$ cat src/rtl/uart_rx_frontend_pkg.sv
// Shared types, constants and helpers for the oversampling UART receive front end.
package uart_rx_frontend_pkg;

  localparam int unsigned DSIZE     = 8;
  localparam int unsigned PSC_W     = 6;
  localparam int unsigned BIT_CNT_W = $clog2(DSIZE);

  localparam logic [PSC_W-1:0] PSC_8  = PSC_W'(8);
  localparam logic [PSC_W-1:0] PSC_16 = PSC_W'(16);
  localparam logic [PSC_W-1:0] PSC_32 = PSC_W'(32);

  typedef enum logic [2:0] {
    ST_IDLE,
    ST_START,
    ST_DATA,
    ST_PARITY,
    ST_STOP
  } rx_state_e;

  typedef struct packed {
    logic [DSIZE-1:0] data;
    logic             data_valid;
    logic             parity_error;
    logic             stop_error;
  } rx_out_t;

  // Unsupported ratios fall back to 8x oversampling.
  function automatic logic [PSC_W-1:0] psc_decode(input logic [PSC_W-1:0] psc);
    case (psc)
      PSC_8, PSC_16, PSC_32: return psc;
      default:               return PSC_8;
    endcase
  endfunction

  // Bit periods in one frame: start, data, optional parity, stop.
  function automatic int unsigned frame_len(input logic par_en);
    return DSIZE + 2 + (par_en ? 1 : 0);
  endfunction

endpackage

$ cat src/rtl/uart_rx_frontend_if.sv
// Received-byte bus: deframed data plus per-frame result strobes.
interface uart_rx_frontend_if;
  import uart_rx_frontend_pkg::*;

  logic [DSIZE-1:0] P_DATA;
  logic             data_valid;
  logic             parity_error;
  logic             stop_error;

  modport master (output P_DATA, output data_valid, output parity_error, output stop_error);
  modport slave  (input  P_DATA, input  data_valid, input  parity_error, input  stop_error);
endinterface

$ cat src/rtl/uart_rx_frontend_sampler.sv
// Per-bit edge counter with three-point mid-bit capture and majority vote.
module uart_rx_frontend_sampler
  import uart_rx_frontend_pkg::*;
(
  input  logic             clk,
  input  logic             rst_n,
  input  logic             en,
  input  logic [PSC_W-1:0] psc,
  input  logic             rx_s,
  output logic             sample_done_c,
  output logic             bit_done_c,
  output logic             bit_val_c
);

  logic [PSC_W-1:0] edge_cnt_q, edge_cnt_d;
  logic [PSC_W-1:0] half_c;
  logic             s0_q, s0_d;
  logic             s1_q, s1_d;

  always_ff @(posedge clk or negedge rst_n) begin
    if (!rst_n) begin
      edge_cnt_q <= '0;
      s0_q       <= 1'b1;
      s1_q       <= 1'b1;
    end else begin
      edge_cnt_q <= edge_cnt_d;
      s0_q       <= s0_d;
      s1_q       <= s1_d;
    end
  end

  // Third sample is the live rx_s, so the vote resolves on the P/2+1 cycle itself.
  always_comb begin
    half_c        = psc >> 1;
    s0_d          = s0_q;
    s1_d          = s1_q;
    edge_cnt_d    = '0;
    bit_done_c    = en && (edge_cnt_q == psc - PSC_W'(1));
    sample_done_c = en && (edge_cnt_q == half_c + PSC_W'(1));
    bit_val_c     = (s0_q & s1_q) | (s0_q & rx_s) | (s1_q & rx_s);

    if (en) begin
      if (edge_cnt_q == half_c - PSC_W'(1)) s0_d = rx_s;
      if (edge_cnt_q == half_c)             s1_d = rx_s;
      edge_cnt_d = bit_done_c ? '0 : edge_cnt_q + PSC_W'(1);
    end
  end

endmodule

$ cat src/rtl/uart_rx_frontend.sv
// UART receive deframer: synchronises RX_IN, walks start/data/parity/stop
// and reports each frame as exactly one of data_valid, parity_error, stop_error.
module uart_rx_frontend
  import uart_rx_frontend_pkg::*;
(
  input  logic              CLK,
  input  logic              RST,
  input  logic              RX_IN,
  input  logic [PSC_W-1:0]  Prescale,
  input  logic              PAR_EN,
  input  logic              PAR_TYP,
  uart_rx_frontend_if.master rx_out
);

  logic                 rx_meta_q, rx_s_q;
  rx_state_e            state_q, state_d;
  logic [PSC_W-1:0]     psc_q, psc_d;
  logic                 par_en_q, par_en_d;
  logic                 par_typ_q, par_typ_d;
  logic [BIT_CNT_W-1:0] bit_cnt_q, bit_cnt_d;
  logic [DSIZE-1:0]     shift_q, shift_d;
  logic                 par_flag_q, par_flag_d;
  rx_out_t              out_q, out_d;
  logic                 exp_par_c;
  logic                 sample_done_c, bit_done_c, bit_val_c;

  // Two-flop synchroniser, idles high so reset never looks like a start bit.
  always_ff @(posedge CLK or negedge RST) begin
    if (!RST) begin
      rx_meta_q <= 1'b1;
      rx_s_q    <= 1'b1;
    end else begin
      rx_meta_q <= RX_IN;
      rx_s_q    <= rx_meta_q;
    end
  end

  uart_rx_frontend_sampler u_sampler (
    .clk           (CLK),
    .rst_n         (RST),
    .en            (state_q != ST_IDLE),
    .psc           (psc_q),
    .rx_s          (rx_s_q),
    .sample_done_c (sample_done_c),
    .bit_done_c    (bit_done_c),
    .bit_val_c     (bit_val_c)
  );

  always_ff @(posedge CLK or negedge RST) begin
    if (!RST) begin
      state_q    <= ST_IDLE;
      psc_q      <= PSC_8;
      par_en_q   <= 1'b0;
      par_typ_q  <= 1'b0;
      bit_cnt_q  <= '0;
      shift_q    <= '0;
      par_flag_q <= 1'b0;
      out_q      <= '0;
    end else begin
      state_q    <= state_d;
      psc_q      <= psc_d;
      par_en_q   <= par_en_d;
      par_typ_q  <= par_typ_d;
      bit_cnt_q  <= bit_cnt_d;
      shift_q    <= shift_d;
      par_flag_q <= par_flag_d;
      out_q      <= out_d;
    end
  end

  always_comb begin
    state_d            = state_q;
    psc_d              = psc_q;
    par_en_d           = par_en_q;
    par_typ_d          = par_typ_q;
    bit_cnt_d          = bit_cnt_q;
    shift_d            = shift_q;
    par_flag_d         = par_flag_q;
    out_d              = out_q;
    out_d.data_valid   = 1'b0;
    out_d.parity_error = 1'b0;
    out_d.stop_error   = 1'b0;
    exp_par_c          = par_typ_q ? ~(^shift_q) : ^shift_q;

    case (state_q)
      ST_IDLE: begin
        // Frame configuration is frozen here for the whole frame.
        if (!rx_s_q) begin
          state_d    = ST_START;
          psc_d      = psc_decode(Prescale);
          par_en_d   = PAR_EN;
          par_typ_d  = PAR_TYP;
          bit_cnt_d  = '0;
          par_flag_d = 1'b0;
        end
      end
      ST_START: begin
        if (sample_done_c && bit_val_c) state_d = ST_IDLE;
        else if (bit_done_c)            state_d = ST_DATA;
      end
      ST_DATA: begin
        if (sample_done_c) shift_d = {bit_val_c, shift_q[DSIZE-1:1]};
        if (bit_done_c) begin
          if (bit_cnt_q == BIT_CNT_W'(DSIZE-1)) begin
            bit_cnt_d = '0;
            state_d   = par_en_q ? ST_PARITY : ST_STOP;
          end else begin
            bit_cnt_d = bit_cnt_q + BIT_CNT_W'(1);
          end
        end
      end
      ST_PARITY: begin
        if (sample_done_c) par_flag_d = (bit_val_c != exp_par_c);
        if (bit_done_c)    state_d    = ST_STOP;
      end
      ST_STOP: begin
        // Leave at the resolve point so a start bit right after stop is not missed.
        if (sample_done_c) begin
          state_d = ST_IDLE;
          if (!bit_val_c)      out_d.stop_error   = 1'b1;
          else if (par_flag_q) out_d.parity_error = 1'b1;
          else begin
            out_d.data_valid = 1'b1;
            out_d.data       = shift_q;
          end
        end
      end
      default: state_d = ST_IDLE;
    endcase
  end

  assign rx_out.P_DATA       = out_q.data;
  assign rx_out.data_valid   = out_q.data_valid;
  assign rx_out.parity_error = out_q.parity_error;
  assign rx_out.stop_error   = out_q.stop_error;

endmodule
$ cat src/flat_wrapper.sv
// flat-port wrapper written by rule: the top's interface ports become plain ports
module uart_rx_frontend_flat import uart_rx_frontend_pkg::*;
  (CLK, RST, RX_IN, Prescale, PAR_EN, PAR_TYP, rx_out_P_DATA, rx_out_data_valid, rx_out_parity_error, rx_out_stop_error);
  uart_rx_frontend_if rx_out_i ();
  input  logic CLK;
  input  logic RST;
  input  logic RX_IN;
  input  logic [PSC_W-1:0] Prescale;
  input  logic PAR_EN;
  input  logic PAR_TYP;
  output wire logic [$bits(rx_out_i.P_DATA)-1:0] rx_out_P_DATA;
  output wire logic [$bits(rx_out_i.data_valid)-1:0] rx_out_data_valid;
  output wire logic [$bits(rx_out_i.parity_error)-1:0] rx_out_parity_error;
  output wire logic [$bits(rx_out_i.stop_error)-1:0] rx_out_stop_error;
  assign rx_out_P_DATA = rx_out_i.P_DATA;
  assign rx_out_data_valid = rx_out_i.data_valid;
  assign rx_out_parity_error = rx_out_i.parity_error;
  assign rx_out_stop_error = rx_out_i.stop_error;
  uart_rx_frontend u_core (.CLK(CLK), .RST(RST), .RX_IN(RX_IN), .Prescale(Prescale), .PAR_EN(PAR_EN), .PAR_TYP(PAR_TYP), .rx_out(rx_out_i));
endmodule
$ cat config.mk
export PLATFORM = sky130hd
export DESIGN_NAME = uart_rx_frontend_flat
export DESIGN_NICKNAME = d
export VERILOG_FILES = /design/src/rtl/uart_rx_frontend_pkg.sv /design/src/rtl/uart_rx_frontend_if.sv /design/src/rtl/uart_rx_frontend_sampler.sv /design/src/rtl/uart_rx_frontend.sv /design/src/flat_wrapper.sv
export SDC_FILE = /design/constraint.sdc
export NUM_CORES = 1
export LEC_CHECK = 0
export BUFFER_PORTS_ARGS = -buffer_cell sky130_fd_sc_hd__buf_2
export CAP_MARGIN = 20
export CORE_AREA = 2 2 86 109
export CTS_CLUSTER_DIAMETER = 200
export DETAILED_ROUTE_END_ITERATION = 8
export DIE_AREA = 0 0 88 111
export RECOVER_POWER = 100
export SETUP_SLACK_MARGIN = 0.15
export SYNTH_ARGS = -nofsm -noshare
export SYNTH_HDL_FRONTEND = slang
export SYNTH_SLANG_ARGS = --single-unit
$ cat constraint.sdc
create_clock -name CLK -period 4.43 [get_ports CLK]
set_input_delay 0.6645 -clock CLK [delete_from_list [all_inputs] [get_ports CLK]]
set_output_delay 0.6645 -clock CLK [all_outputs]
set_load 0.01 [all_outputs]
==> flow_metrics.env <==
export IMPL_hpwl_microns=3516
export IMPL_outcome="finished with violations"
export IMPL_synth_nets=246
export IMPL_die_w_microns=88
export IMPL_num_rows=39
export IMPL_drv_cap=1
export IMPL_fin_crit_sh_pct=60.88
export IMPL_drive_gt1_share_pct=13.20
export IMPL_route_detailed_drc=0
export IMPL_hold_buffers=0
export IMPL_grt_pass1_vias=1801
export IMPL_async_reset_ff_share_pct=100.0
export IMPL_clockBufferDepth=2
export IMPL_firstDrtPassIters=4
export IMPL_synth_ff_latch_count=44
export IMPL_grt_overflow_total=0
export IMPL_worstSetupPathType="reg2reg"
export IMPL_cts_setup_buffers=0
export IMPL_required_ps=4650
export IMPL_clock_root_buffer="clkbuf_16"
export IMPL_rr_endpoint="u_core.state_q[1]"
export IMPL_wl_microns=4675
export IMPL_final_instance_count_excl_fill=373
export IMPL_cp_end_kind="register"
export IMPL_area_delta_synth_final_pct=14.39
export IMPL_vias_per_cell=4.552
export IMPL_syn_area_per_cell_sq_um=10.56
export IMPL_synth_edf_count=0
export IMPL_hp_class="in2async"
export IMPL_setup_viol=0
export IMPL_worstReg2RegStart="u_core.psc_q[1]"
export IMPL_netlist_cell_type_count=47
export IMPL_antenna_found_initial=0
export IMPL_violations="capacitance limit, slew limit"
export IMPL_grt_first_pass_wirelength_microns=8155
export IMPL_path_max_fanout=7
export IMPL_ant_nets=0
export IMPL_grt_usage_pct=10.32
export IMPL_cts_sinks=44
export IMPL_worst_ep_arrival_time_ps=2910
export IMPL_die_h_microns=111
export IMPL_final_cell_area_sq_mm=0.002755
export IMPL_rsz0062_at_grt="no"
export IMPL_dpl_cell_count=364
export IMPL_gp_congestion=0.8353
export IMPL_ys_dominant_reg_cell="dfrtp_1"
export IMPL_diodes=0
export IMPL_fmax_ghz=0.3708
export IMPL_synth_cells=228
export IMPL_power_ir_vdd_worst_mv=0.2337
export IMPL_cts_buffers=5
export IMPL_rrSetupSlack_ps=1730
export IMPL_drt_initial_drc_count=58
export IMPL_p_leak_nw=1.294
export IMPL_min_period_ps=2697
export IMPL_core_sq_mm=0.008832
export IMPL_cts_tree="done"
export IMPL_clk_pin_slew_worst_paths_ps=60
export IMPL_io_pins=22
export IMPL_synth_area_sq_mm=0.002409
export IMPL_cts_resized=0
export IMPL_worstSkewPairLatency_ps=280
export IMPL_vias=1698
export IMPL_relSlewSlack_pct=-37.91
export IMPL_power_density_mw_per_mm2=490.5
export IMPL_fin_worst_skew_ps=7.358
export IMPL_finalHoldViolations=0
export IMPL_start_util_pct=27.27
export IMPL_dieArea_sq_mm=0.009768
export IMPL_synth_seq_area_share_pct=45.97
export IMPL_port_buffers=21
export IMPL_nets=267
export IMPL_postPlaceCellArea_sq_mm=0.002620
export IMPL_drv_slew=39
export IMPL_worstSetupStartpointType="register"
export IMPL_worst_pin_slew_ps=2069
export IMPL_reg2regPathDepth=8
export IMPL_grt_max_degree=45
export IMPL_synth_warnings=0
export IMPL_htreeDepth=2
export IMPL_finalSetupTns_ps=0
export IMPL_wire_per_inst_microns=12.53
[registers in the layout (all words and copies together), names as in the netlist]
name and flops:
u_core.par_typ_q 1, u_core.u_sampler.edge_cnt_q 6, u_core.par_flag_q 1, u_core.par_en_q 1
u_core.u_sampler.s0_q 1, u_core.rx_out.parity_error 1, u_core.psc_q 6, u_core.u_sampler.s1_q 1
u_core.rx_out.data_valid 1, u_core.rx_s_q 1, u_core.state_q 3, u_core.rx_meta_q 1
u_core.shift_q 8, u_core.rx_out.P_DATA 8, u_core.rx_out.stop_error 1, u_core.bit_cnt_q 3
[cell usage after synthesis (2+ instances only)]
master / count / area share [%]
xnor2_1: 16 / 5.8
mux2_1: 8 / 3.7
and3_1: 4 / 1.0
nand2_1: 24 / 3.7
dfstp_2: 5 / 5.5
nand3_1: 11 / 2.3
a22oi_1: 2 / 0.62
nand4b_1: 2 / 0.73
nor2b_1: 4 / 1.0
buf_4: 3 / 0.93
xor2_1: 16 / 5.8
nand2b_1: 3 / 0.78
buf_2: 2 / 0.42
nor2_1: 22 / 3.4
and2_1: 2 / 0.52
mux2_2: 10 / 4.7
o21ai_0: 7 / 1.5
ha_1: 7 / 3.6
nor4_1: 3 / 0.78
a211o_1: 2 / 0.73
clkbuf_1: 3 / 0.47
mux2i_1: 4 / 1.7
dfrtp_1: 39 / 41
inv_1: 6 / 0.93
[placed cells by master, fill, tap and decap left out, types with 2 or more instances in the layout]
master     instances
nand4_1            2
ha_1               7
nand4b_1           2
nand3_1           11
dfstp_2            5
mux2_1             8
a211o_1            2
dfrtp_1           39
nand2_1           24
nor2_1            22
nor2b_1            4
inv_1              6
clkbuf_1          14
nand2b_1           3
xnor2_1           16
mux2i_1            4
clkbuf_16          5
and2_0             2
mux2_2            10
nor4_1             3
xor2_1            16
buf_2              9
o21ai_0            7
a22oi_1            2
and3_1             4
[per-layer routing]
| layer | share of wire [%] | vias to the layer above | track usage, % | routed length [microns] |
|---|---|---|---|---|
| met2 | 53 | 28 | 18.33 | 2460 |
| met1 | 42 | 834 | 12.00 | 1976 |
| met3 | 2.0 | 12 | 1.638 | 94 |
| li1 | - | 824 | - | - |
| met5 | 0 | - | 0 | 0 |
| met4 | 3.1 | 0 | 4.205 | 143 |
[worst max-delay path, cell delays in order, from the launching register on]
cell       delay, ps
dfrtp_1          440
inv_1            130
ha_1             260
o21ba_1          180
a221o_1          340
a211o_1          350
or2_0            260
a2111oi_0        470
o22a_1           200
[worst max-delay path by stage]
| stage | cells past startpoint | from | to | slack [ps] |
|---|---|---|---|---|
| after global routing | 2 | RST | u_core.rx_out.P_DATA[2] | 1350 |
| after CTS | 8 | u_core.psc_q[1] | u_core.state_q[1] | 1910 |
| after floorplan | 8 | u_core.psc_q[1] | u_core.state_q[1] | 2110 |
| after detailed placement | 8 | u_core.psc_q[1] | u_core.state_q[1] | 1930 |
| final | 8 | u_core.psc_q[1] | u_core.state_q[1] | 1730 |
| after global placement | 8 | u_core.psc_q[1] | u_core.state_q[1] | 1950 |
[metrics by stage]
step            power, W  setup slack, ps  hold WS [ps]  util, %
6_report        0.001351             1733         256.7    31.19
3_3_place_gp   0.0009364             1949         347.5    29.66
5_1_grt         0.001437             1348         296.8    31.19
4_1_cts         0.001383             1910         356.4    31.68
2_1_floorplan  0.0008560             2106         345.2        -
3_5_place_dp   0.0009420             1927         347.9    29.66
[cells by family after synthesis]
kind of cell	Yosys count	share of synthesized area [%]
flops	44	45.97
xor+xnor	32	11.64
buf+inv	15	3.221
compound gates	22	7.377
fa+ha+maj	8	4.052
mux	22	10.08
simple gates	85	17.66
[layout make-up]
type	count	area, sq um
Tap cell	123	153.9
Sequential cell	44	1107
Inverter	6	22.52
Fill cell	918	6077
Clock inverter	2	38.79
Multi-Input combinational cell	169	1196
Timing Repair Buffer	23	97.59
Clock buffer	6	138.9
[report_power, final]
group / internal (W) / switching (W) / leakage, nW / total, W
sequential: 0.000469 / 0.0000937 / 0.585 / 0.000562
combinational: 0.000162 / 0.000193 / 0.622 / 0.000354
clock: 0.000282 / 0.000152 / 0.0871 / 0.000435
No activity file was read; power rests on OpenSTA's default activity.
